**config.mk**
```make
export PLATFORM = sky130hd
export DESIGN_NAME = wb_cpu_decoder
export DESIGN_NICKNAME = d
export VERILOG_FILES = /design/src/rtl/wb_cpu_decoder.sv
export SDC_FILE = /design/constraint.sdc
export NUM_CORES = 1
export LEC_CHECK = 0
export ABC_AREA = 0
export ABC_CLOCK_PERIOD_IN_PS = 1600
export BUFFER_PORTS_ARGS = -buffer_cell sky130_fd_sc_hd__buf_2
export CORE_AREA = 2 2 125 127
export CTS_BUF_LIST = sky130_fd_sc_hd__clkbuf_8
export CTS_CLUSTER_DIAMETER = 40
export CTS_CLUSTER_SIZE = 20
export DETAILED_ROUTE_END_ITERATION = 12
export DIE_AREA = 0 0 127 129
export PLACE_DENSITY = 0.73
export SLEW_MARGIN = 20
export SYNTH_ARGS = -nofsm -noshare
export SYNTH_HDL_FRONTEND = slang
export SYNTH_SLANG_ARGS = --single-unit
```
**constraint.sdc**
```tcl
create_clock -name i_clk -period 1.6 [get_ports i_clk]
set_clock_uncertainty 0.05 [all_clocks]
set_input_delay 0.16 -clock i_clk [delete_from_list [all_inputs] [get_ports i_clk]]
set_output_delay 0.16 -clock i_clk [all_outputs]
set_load 0.02 [all_outputs]
```
**src/rtl/wb_cpu_decoder.sv**
```systemverilog
// Single-master pipelined Wishbone address decoder with bus-error generation for unmapped addresses.
// Define WBDEC_TIMEOUT_EN to add a watchdog that turns a hung slave into a bus error after TIMEOUT cycles.
module wb_cpu_decoder #(
    parameter int               NS         = 4,
    parameter logic [NS*30-1:0] SLAVE_ADDR = {NS{30'h0}},
    parameter logic [NS*30-1:0] SLAVE_MASK = {NS{30'h0}},
    parameter int               TIMEOUT    = 1023
) (
    input  logic               i_clk,
    input  logic               i_reset,
    input  logic               i_m_cyc,
    input  logic               i_m_stb,
    input  logic               i_m_we,
    input  logic [29:0]        i_m_addr,
    input  logic [31:0]        i_m_data,
    input  logic [3:0]         i_m_sel,
    output logic               o_m_stall,
    output logic               o_m_ack,
    output logic [31:0]        o_m_data,
    output logic               o_m_err,
    output logic [NS-1:0]      o_s_cyc,
    output logic [NS-1:0]      o_s_stb,
    output logic               o_s_we,
    output logic [29:0]        o_s_addr,
    output logic [31:0]        o_s_data,
    output logic [3:0]         o_s_sel,
    input  logic [NS-1:0]      i_s_stall,
    input  logic [NS-1:0]      i_s_ack,
    input  logic [NS-1:0]      i_s_err,
    input  logic [32*NS-1:0]   i_s_data
);

    typedef enum logic [1:0] {
        IDLE = 2'd0,
        BUSY = 2'd1,
        ERR  = 2'd2
    } state_t;

    state_t          state, state_n;
    logic [NS-1:0]   cyc_n, stb_n;
    logic            we_n;
    logic [29:0]     addr_n;
    logic [31:0]     wdata_n;
    logic [3:0]      sel_n;
    logic            ack_q, ack_n;
    logic            err_q, err_n;
    logic [31:0]     rdata_n;

    logic [NS-1:0]   match;
    logic [NS-1:0]   grant;
    logic [31:0]     slave_rdata;
    logic            ack_hit;
    logic            err_hit;
    logic            expired;

    // Address decode; the lowest-index match wins when masks overlap.
    always_comb begin
        match = '0;
        grant = '0;
        for (int k = 0; k < NS; k++) begin
            match[k] = ((i_m_addr & SLAVE_MASK[30*k +: 30]) == SLAVE_ADDR[30*k +: 30]);
        end
        for (int k = NS - 1; k >= 0; k--) begin
            if (match[k]) begin
                grant    = '0;
                grant[k] = 1'b1;
            end
        end
    end

    // o_s_cyc is one-hot while busy, so it doubles as the return-path select.
    always_comb begin
        slave_rdata = '0;
        for (int k = 0; k < NS; k++) begin
            if (o_s_cyc[k]) begin
                slave_rdata = slave_rdata | i_s_data[32*k +: 32];
            end
        end
    end

    assign ack_hit = |(i_s_ack & o_s_cyc);
    assign err_hit = |(i_s_err & o_s_cyc);

`ifdef WBDEC_TIMEOUT_EN
    localparam logic [9:0] WD_LAST = 10'(TIMEOUT - 1);

    logic [9:0] wd_cnt;

    always_ff @(posedge i_clk) begin
        if (i_reset) begin
            wd_cnt <= '0;
        end else if (state != BUSY) begin
            wd_cnt <= '0;
        end else begin
            wd_cnt <= wd_cnt + 10'd1;
        end
    end

    assign expired = (state == BUSY) && (wd_cnt == WD_LAST);
`else
    logic unused_timeout;

    assign unused_timeout = ^32'(TIMEOUT);
    assign expired        = 1'b0;
`endif

    always_comb begin
        state_n = state;
        cyc_n   = o_s_cyc;
        stb_n   = o_s_stb;
        we_n    = o_s_we;
        addr_n  = o_s_addr;
        wdata_n = o_s_data;
        sel_n   = o_s_sel;
        ack_n   = 1'b0;
        err_n   = 1'b0;
        rdata_n = o_m_data;

        case (state)
            IDLE: begin
                if (i_m_cyc && i_m_stb) begin
                    we_n    = i_m_we;
                    addr_n  = i_m_addr;
                    wdata_n = i_m_data;
                    sel_n   = i_m_sel;
                    if (|match) begin
                        state_n = BUSY;
                        cyc_n   = grant;
                        stb_n   = grant;
                    end else begin
                        state_n = ERR;
                        err_n   = 1'b1;
                    end
                end
            end

            // Abort beats any response; a slave error beats an ack; any response beats the watchdog.
            BUSY: begin
                if (!i_m_cyc) begin
                    state_n = IDLE;
                    cyc_n   = '0;
                    stb_n   = '0;
                end else if (err_hit) begin
                    state_n = IDLE;
                    cyc_n   = '0;
                    stb_n   = '0;
                    err_n   = 1'b1;
                    rdata_n = slave_rdata;
                end else if (ack_hit) begin
                    state_n = IDLE;
                    cyc_n   = '0;
                    stb_n   = '0;
                    ack_n   = 1'b1;
                    rdata_n = slave_rdata;
                end else if (expired) begin
                    state_n = IDLE;
                    cyc_n   = '0;
                    stb_n   = '0;
                    err_n   = 1'b1;
                end else begin
                    stb_n = o_s_stb & i_s_stall;
                end
            end

            ERR: begin
                state_n = IDLE;
            end

            default: begin
                state_n = IDLE;
                cyc_n   = '0;
                stb_n   = '0;
            end
        endcase
    end

    always_ff @(posedge i_clk) begin
        if (i_reset) begin
            state    <= IDLE;
            o_s_cyc  <= '0;
            o_s_stb  <= '0;
            o_s_we   <= 1'b0;
            o_s_addr <= '0;
            o_s_data <= '0;
            o_s_sel  <= '0;
            ack_q    <= 1'b0;
            err_q    <= 1'b0;
            o_m_data <= '0;
        end else begin
            state    <= state_n;
            o_s_cyc  <= cyc_n;
            o_s_stb  <= stb_n;
            o_s_we   <= we_n;
            o_s_addr <= addr_n;
            o_s_data <= wdata_n;
            o_s_sel  <= sel_n;
            ack_q    <= ack_n;
            err_q    <= err_n;
            o_m_data <= rdata_n;
        end
    end

    // Responses are suppressed once the master has closed its cycle.
    assign o_m_stall = (state != IDLE);
    assign o_m_ack   = ack_q & i_m_cyc;
    assign o_m_err   = err_q & i_m_cyc;

endmodule

```
Yosys cells after proc, flatten, opt, wreduce, memory -nomap -nowiden
Index checks and enable logic that the tools add are counted. W data, S select, Z words.

Bits in registers: 111. Latch bits: 0. Memory bits (writable): 0. Memory bits (read-only): 0. Logic and storage cells: 60. Memories kept: 0.

Add/subtract/negate cells: 0. Multipliers: 0. Div/mod/pow operators: 0. $lt $le $gt $ge: 0. Equal/unequal tests: 4. Shift operators: 0. Muxes and demuxes: 22. Bitwise logic cells: 11. Reductions and logical operators: 13.

Operators by type and width (number): $mux W32 (6); $or A32 B32 Y32 (3); $mux W4 (7); $pmux W4 S3 (2); $and A4 B4 Y4 (3); $mux W2 (4); $reduce_or A4 Y1 (2); $reduce_or A7 Y1 (1); $reduce_and A2 Y1 (3); $reduce_and A3 Y1 (2); $ne A4 B4 Y1 const B (1); $pmux W2 S2 (1); $reduce_bool A2 Y1 (2); $not A1 Y1 (3); $reduce_or A3 Y1 (1); $and A1 B1 Y1 (2); $eq A2 B1 Y1 const B (1); $eq A2 B2 Y1 const B (1); $logic_not A2 Y1 (1); $mux W1 (2); $ne A2 B2 Y1 const B (1); $logic_and A1 B1 Y1 (1).

Longest topological paths before layout
Gate-level depths: netlist of run 1.

Depth after elaboration: 9. Mapped depth: 5.

Worst setup path before layout of run 1
OpenSTA, ideal clock, no wires.

Path kind: register to register. Start point: register state[0]. End point: register o_s_addr[0]. Arrival: 1.250 ns. Required time: 1.430 ns. Path slack: 0.181 ns. Stages on the path, launching flop included: 6. Clock period less this slack: 1.419 ns. Path through: dfxtp_1 -> and3b_1 -> buf_6 -> buf_6 -> buf_6 -> mux2i_1.

Word-level cells in the longest chain between the ends: 2.

RTL lines: start: declaration (RTL line 39) `state_t state, state_n;`; start signal: assignment (RTL line 190) `state <= state_n;`; $logic_not A2 Y1 (RTL line 119) `case (state)`; $reduce_and A2 Y1 (no line); end signal: assignment (RTL line 194) `o_s_addr <= addr_n;`; end: declaration (RTL line 24) `output logic [29:0] o_s_addr,`.

Every way passes these cells. A chain may end at the register's enable or synchronous reset.

Worst setup path in the final report of run 1
Start point: register state[0]. End point: register o_s_data[27].

Word-level cells in the longest chain between the ends: 2.

RTL lines: $logic_not A2 Y1 (RTL line 119); $reduce_and A2 Y1 (no line); end signal: assignment (RTL line 195) `o_s_data <= wdata_n;`; end: declaration (RTL line 25) `output logic [31:0] o_s_data,`.

Every way passes these cells.

==> results of run 1 <==
==> routing by layer <==
metal | track usage, % | wire [um]
met5 | 0 | 0
met4 | 6.53 | 235
met3 | 5.41 | 1070
met2 | 25.2 | 5890
met1 | 17.9 | 5560
==> flip-flops by register name (all words and copies together), names as in the netlist <==
signal / count
o_s_sel: 4
o_s_we: 1
o_s_addr: 30
ack_q: 1
o_s_stb: 4
state: 1
o_s_data: 32
o_m_data: 32
err_q: 1
==> worst min path at each step <==
stage,endpoint,cells past startpoint,startpoint,slack [ps]
floorplan,ack_q$_SDFF_PP0_,1,i_s_err[0],190
global placement,ack_q$_SDFF_PP0_,2,i_s_err[0],330
detailed placement,ack_q$_SDFF_PP0_,2,i_s_err[0],340
CTS,o_s_data[15]$_SDFFE_PP0P_,3,i_m_data[15],3
global route,o_s_data[4]$_SDFFE_PP0P_,3,i_m_data[4],6
finish,o_s_data[4]$_SDFFE_PP0P_,3,i_m_data[4],30
==> area by class of cell <==
class	instances	area [um2]	share of cell area (%)
multi-input combinational	319	2400	33.7
timing repair buffer	319	2160	30.5
sequential	106	2120	29.9
tap	188	235	3.31
clock buffer	11	151	2.13
clock inverter	4	20.0	0.282
inverter	4	15.0	0.211
==> critical path, delay by kind of cell (launching register included) <==
kind	cells	cell delay, ps
buf+inv	1	250
flops	1	390
mux	1	230
simple gates	1	360
==> cells in the final DEF, fill, tap and decap left out <==
| master | Yosys | layout |
|---|---|---|
| buf_2 | 4 | 214 |
| nand2b_1 | 198 | 198 |
| dfxtp_1 | 106 | 106 |
| mux2i_1 | 99 | 99 |
| dlygate4sd3_1 | 0 | 97 |
| clkbuf_8 | 0 | 11 |
| inv_1 | 4 | 6 |
| buf_12 | 0 | 5 |
| nand3b_1 | 4 | 4 |
| o32ai_1 | 3 | 3 |
| conb_1 | 1 | 3 |
| buf_4 | 10 | 3 |
| and2_1 | 2 | 2 |
| nand4bb_1 | 2 | 2 |
| o211a_2 | 0 | 1 |
| a21o_1 | 1 | 1 |
| a221oi_1 | 1 | 1 |
| and3b_4 | 0 | 1 |
| nand2_1 | 1 | 1 |
| nor3b_1 | 1 | 1 |
| a21oi_1 | 1 | 1 |
| nor4b_1 | 1 | 1 |
| clkinvlp_4 | 0 | 1 |
| clkinv_2 | 0 | 1 |
==> repair_timing <==
item | in CTS | in global routing
hold endpoints to repair | 98 | 0
gates resized for setup | 0 | 0
hold buffers | 97 | 0
==> power by group through the flow <==
stage,clock network [W],registers [W],logic (W)
after global placement,0,0.00285,0.000804
after CTS,0.00160,0.00280,0.000994
after global routing,0.00170,0.00281,0.00108
final,0.00151,0.00279,0.000997
after floorplan,0,0.00298,0.000376
after detailed placement,0,0.00285,0.000809
==> through the flow <==
step	hold slack [ps]	total power (W)
2_1_floorplan	187	0.00336
3_3_place_gp	334	0.00366
3_5_place_dp	336	0.00366
4_1_cts	3.30	0.00539
5_1_grt	6.30	0.00558
6_report	28.6	0.00530
==> cells by family (layout without fill, tap and decap cells) <==
family / count (synthesis) / after routing / synth area share [%]
other cells: 1 / 3 / 0.0790
mux: 99 / 99 / 20.9
buf+inv: 43 / 338 / 5.09
simple gates: 210 / 210 / 28.1
flops: 106 / 106 / 44.7
compound gates: 7 / 7 / 1.21
==> flow_summary.toml, run 1 <==
[logic_synthesis]
ys_types = 21
synth_edf_count = 0
seq_area_frac_synth_pct = 44.7
syn_avg_cell_area_um2 = 10.2
ys_ff_latch = 106
ys.flop_type = "dfxtp_1"
synth_top_cell_by_area = "dfxtp_1"
syn_inst = 466
async_reset_ff_share_pct = 0
yosys_warnings = 0
post-synth-top-count-cell = "nand2b_1"
netlist_area_um2 = 4750
synth_commonest_cells = "198 x nand2b_1, 106 x dfxtp_1, 99 x mux2i_1"
synth.area.top_cells = "dfxtp_1 45%, nand2b_1 26%, mux2i_1 21%, buf_4 1.6%, clkbuf_1 1.6%"
synth_top_area_share_pct = 44.7

[place]
dp.cells = 839
postPlaceCellArea_um2 = 5960
port_buffers = 215
gp_congestion = 0.720
dpl_worst_slack_ps = 211
dpl.hpwl_um = 7930

[finish]
fill_cells = 1389
area_delta_synth_final_pct = 49.6
antenna_cells = 0
final_cell_count_no_fill = 951
stdcell_area_um2 = 7100
final_nets = 970
drive_gt1_share_pct = 31.1
final_core_util_pct = 47.4

[floorplan]
io_pins = 321
dieArea_um2 = 16400
rows = 45
dieHeight_um = 129
initial_core_util_pct = 31.7
fp.coreArea_um2 = 15000
die_x_um = 127

[setup_path]
worstSetupEndpointType = "register"
required_ps = 1840
slowest_stage = "dfxtp_1"
worstPathCellList = "and3b_4, buf_12, mux2i_1"
worstPathArrival_ps = 1630
crit_end = "o_s_data[27]$_SDFFE_PP0P_"
worstReg2RegEnd = "o_s_data[27]$_SDFFE_PP0P_"
crit_fanout = 36
cp-start-kind = "register"
reg2reg_slack_ps = 210
timing.rr.start = "state[0]$_SDFFE_PP0P_"
reg2regPathDepth = 3
critPathMaxStageDelay_ps = 390
startpoint = "state[0]$_SDFFE_PP0P_"
critPathKind = "reg2reg"

[global_routing]
track_usage_pct = 15.2
grt_pass1_vias = 3971
antenna_found_initial = 0
grt_max_degree = 68
grt_first_pass_wirelength_um = 19900
grt-ovfl-total = 0

[status]
status = "finished clean"

[timing]
finalHoldViolations = 0
setup_viol = 0
fmax_mhz = 718
period_needed_ps = 1390
rsz0062_at_grt = "false"
setup_tns_ps = 0
finalMaxSlewViolations = 0
postLayoutSetupSlackWorst_ps = 208
finalCritPeriodShare_pct = 87.0

[power]
p_leak_nw = 3.15
clock_power_share_pct = 28.5
p_per_area_nw_per_um2 = 747
switchingPower_w = 0.00139
intPower_w = 0.00391
seqPwrFrac_pct = 52.7
pwr-share-comb_pct = 18.8
switching_share_pct = 26.3
vdd_drop_max_mv = 0.415

[clocking]
cts_tree = "done"
htree_levels = 3
post_cts_buffers = 0
cts.reportedPaths.clkPinSlew_ps = 90
cts.sink_count = 106
root_buffer = "clkbuf_8"
clock_path_buffers = 2
clkLatencyLatePin_ps = 360
cts_buffers = 9

[job]
maxCapViolations = 0

[routing]
finalWirelength_um = 12800
num_vias = 4049
firstDrtPassIters = 4
viasPerCell = 4.26
final_antenna_net_count = 0
wl_per_cell_um = 13.4
drtIter0Drc = 137
drc = 0

[min_path]
hold_class = "in2reg"
(Power assumes the default switching activity.)
==> run 2, diff against run 1 <==
--- a/config.mk
+++ b/config.mk
@@ -5,16 +5,16 @@
 export SDC_FILE = /design/constraint.sdc
 export NUM_CORES = 1
 export LEC_CHECK = 0
-export ABC_AREA = 0
+export ABC_AREA = 1
 export ABC_CLOCK_PERIOD_IN_PS = 1600
 export BUFFER_PORTS_ARGS = -buffer_cell sky130_fd_sc_hd__buf_2
-export CORE_AREA = 2 2 125 127
+export CORE_AREA = 2 2 126 128
 export CTS_BUF_LIST = sky130_fd_sc_hd__clkbuf_8
 export CTS_CLUSTER_DIAMETER = 40
 export CTS_CLUSTER_SIZE = 20
 export DETAILED_ROUTE_END_ITERATION = 12
-export DIE_AREA = 0 0 127 129
-export PLACE_DENSITY = 0.73
+export DIE_AREA = 0 0 128 130
+export PLACE_DENSITY = 0.66
 export SLEW_MARGIN = 20
 export SYNTH_ARGS = -nofsm -noshare
 export SYNTH_HDL_FRONTEND = slang
==> flow_summary.toml, run 2 <==
[global_routing]
grt_pass1_vias = 3914
track_usage_pct = 14.5
antenna_found_initial = 1
grt_first_pass_wirelength_um = 18900
grt_max_degree = 49
grt-ovfl-total = 0

[power]
switching_share_pct = 27.5
total_power_w = 0.00557
pwr-share-comb_pct = 18.7
switchingPower_w = 0.00153
vdd_drop_max_mv = 0.520
intPower_w = 0.00404
clock_power_share_pct = 30.1
seqPwrFrac_pct = 51.2
p_per_area_nw_per_um2 = 887
p_leak_nw = 3.19

[timing]
finalMaxSlewViolations = 0
setup_viol = 0
setup_tns_ps = 0
fmax_mhz = 697
rsz0062_at_grt = "false"
finalCritPeriodShare_pct = 89.6
finalHoldViolations = 0
period_needed_ps = 1430

[logic_synthesis]
synth_top_cell_by_area = "dfxtp_1"
seq_area_frac_synth_pct = 53.6
syn_avg_cell_area_um2 = 7.29
netlist_area_um2 = 3960
synth_top_area_share_pct = 53.6
syn_inst = 543
async_reset_ff_share_pct = 0
synth_edf_count = 0
ys.flop_type = "dfxtp_1"
yosys_warnings = 0
synth.area.top_cells = "dfxtp_1 54%, nor2_1 19%, o21ai_0 8.0%, nand2_1 7.3%, inv_1 3.7%"
synth_commonest_cells = "203 x nor2_1, 106 x dfxtp_1, 77 x nand2_1"
post-synth-top-count-cell = "nor2_1"
ys_types = 19
ys_ff_latch = 106

[floorplan]
dieHeight_um = 130
io_pins = 321
rows = 46
dieArea_um2 = 16600
initial_core_util_pct = 25.6
die_x_um = 128
fp.coreArea_um2 = 15400

[clocking]
cts.sink_count = 106
clock_path_buffers = 2
clkLatencyLatePin_ps = 370
cts_tree = "done"
root_buffer = "clkbuf_8"
cts.reportedPaths.clkPinSlew_ps = 100
cts_buffers = 9
htree_levels = 3

[routing]
drc = 0
wl_per_cell_um = 12.0
num_vias = 4265
viasPerCell = 4.14
drtIter0Drc = 78
firstDrtPassIters = 4
final_antenna_net_count = 0
finalWirelength_um = 12400

[place]
gp_congestion = 0.723
dpl.hpwl_um = 7960
port_buffers = 215

[finish]
fill_cells = 1571
final_cell_mix = "215 x buf_2, 203 x nor2_1, 106 x dfxtp_1"
area_delta_synth_final_pct = 58.8
ff_latch_area_um2 = 2120
reg_top3 = "o_m_data x32, o_s_data x32, o_s_addr x30"
antenna_cells = 0
drive_gt1_share_pct = 29.4
final_core_util_pct = 40.7
multi_input_area_um2 = 1480
final_nets = 1046
final_common_cell = "buf_2"

[setup_path]
worstSetupEndpointType = "register"
worstPathArrival_ps = 1660
required_ps = 1830
critPathKind = "reg2reg"
cp-start-kind = "register"
crit_fanout = 33

[status]
status = "finished clean"

[min_path]
hold_class = "in2reg"

[job]
maxCapViolations = 0
## run 2: cell count changes in the layout (fill, tap and decap cells not counted), moves of 9 or more
cell	change
o21ai_0	+63
inv_1	+32
nand2_1	+76
nor2_1	+203
nand2b_1	-198
dlygate4sd3_1	-9
mux2i_1	-99
## run 2: kinds of logic (layout without fill, tap and decap cells)
| kind of cell | count (synthesis) | count (layout) | synth area share [%] |
|---|---|---|---|
| AO/OA/AOI/OAI | 72 | 72 | 9.11 |
| other | 1 | 3 | 0.0948 |
| buffers and inverters | 76 | 369 | 9.04 |
| AND/OR/NAND/NOR | 288 | 288 | 28.1 |
| flip-flops | 106 | 106 | 53.6 |
## run 2: final timing paths
kind | from | endpoint | slack [ps] | cells after the start
max | state[0]$_SDFFE_PP0P_ | o_m_data[10]$_SDFFE_PP0P_ | 170 | 6
min | i_s_data[29] | o_m_data[29]$_SDFFE_PP0P_ | 30 | 5
max reg2reg | state[0]$_SDFFE_PP0P_ | o_m_data[10]$_SDFFE_PP0P_ | 170 | 6
min reg2reg | o_s_stb[1]$_SDFFE_PP0P_ | o_s_stb[1]$_SDFFE_PP0P_ | 390 | 2
## run 2: critical path: stages (launching register included)
cell	delay (ps)
dfxtp_1	480
nand2_2	170
nor2_8	250
buf_12	210
nand2_1	60
nand2_1	70
nor2_1	40
## run 2: layout make-up
cell class | count | share of cell area [%]
Tap cell | 192 | 3.82
Clock buffer | 11 | 2.41
Clock inverter | 3 | 0.637
Sequential cell | 106 | 33.8
Inverter | 41 | 2.45
Timing Repair Buffer | 314 | 33.3
Multi-Input combinational cell | 363 | 23.6
## run 2: layer usage
metal	part of all wire, %	routed length (um)	GRT usage, %
met5	0.065	8	0
met4	1.8	218	5.49
met3	10	1230	6.85
met2	45	5530	23.1
met1	44	5390	17.1
## run 2: metrics by stage
step / setup WS [ps] / cell area (um2) / hold slack [ps] / instances
floorplan: 259 / 3960 / 179 / 545
global placement: 152 / 5210 / 336 / 928
detailed placement: 152 / 5210 / 349 / 928
CTS: 129 / 6280 / 0.830 / 1030
global route: 16.6 / 6280 / 15.9 / 1030
finish: 166 / 6280 / 35.0 / 1030
## run 2: power by group through the flow
| stage | clock [W] | sequential (W) | combinational [W] |
|---|---|---|---|
| 6_report | 0.00168 | 0.00285 | 0.00104 |
| 5_1_grt | 0.00186 | 0.00287 | 0.00116 |
| 4_1_cts | 0.00178 | 0.00285 | 0.00104 |
| 3_5_place_dp | 0 | 0.00291 | 0.000872 |
| 3_3_place_gp | 0 | 0.00290 | 0.000868 |
| 2_1_floorplan | 0 | 0.00309 | 0.000341 |
## run 2: repair_timing
action | CTS | global route
endpoints found under the setup margin | 0 | 0
setup buffers | 0 | 0
hold buffers | 88 | 0
hold endpoints to repair | 88 | 0
resized for setup | 0 | 0
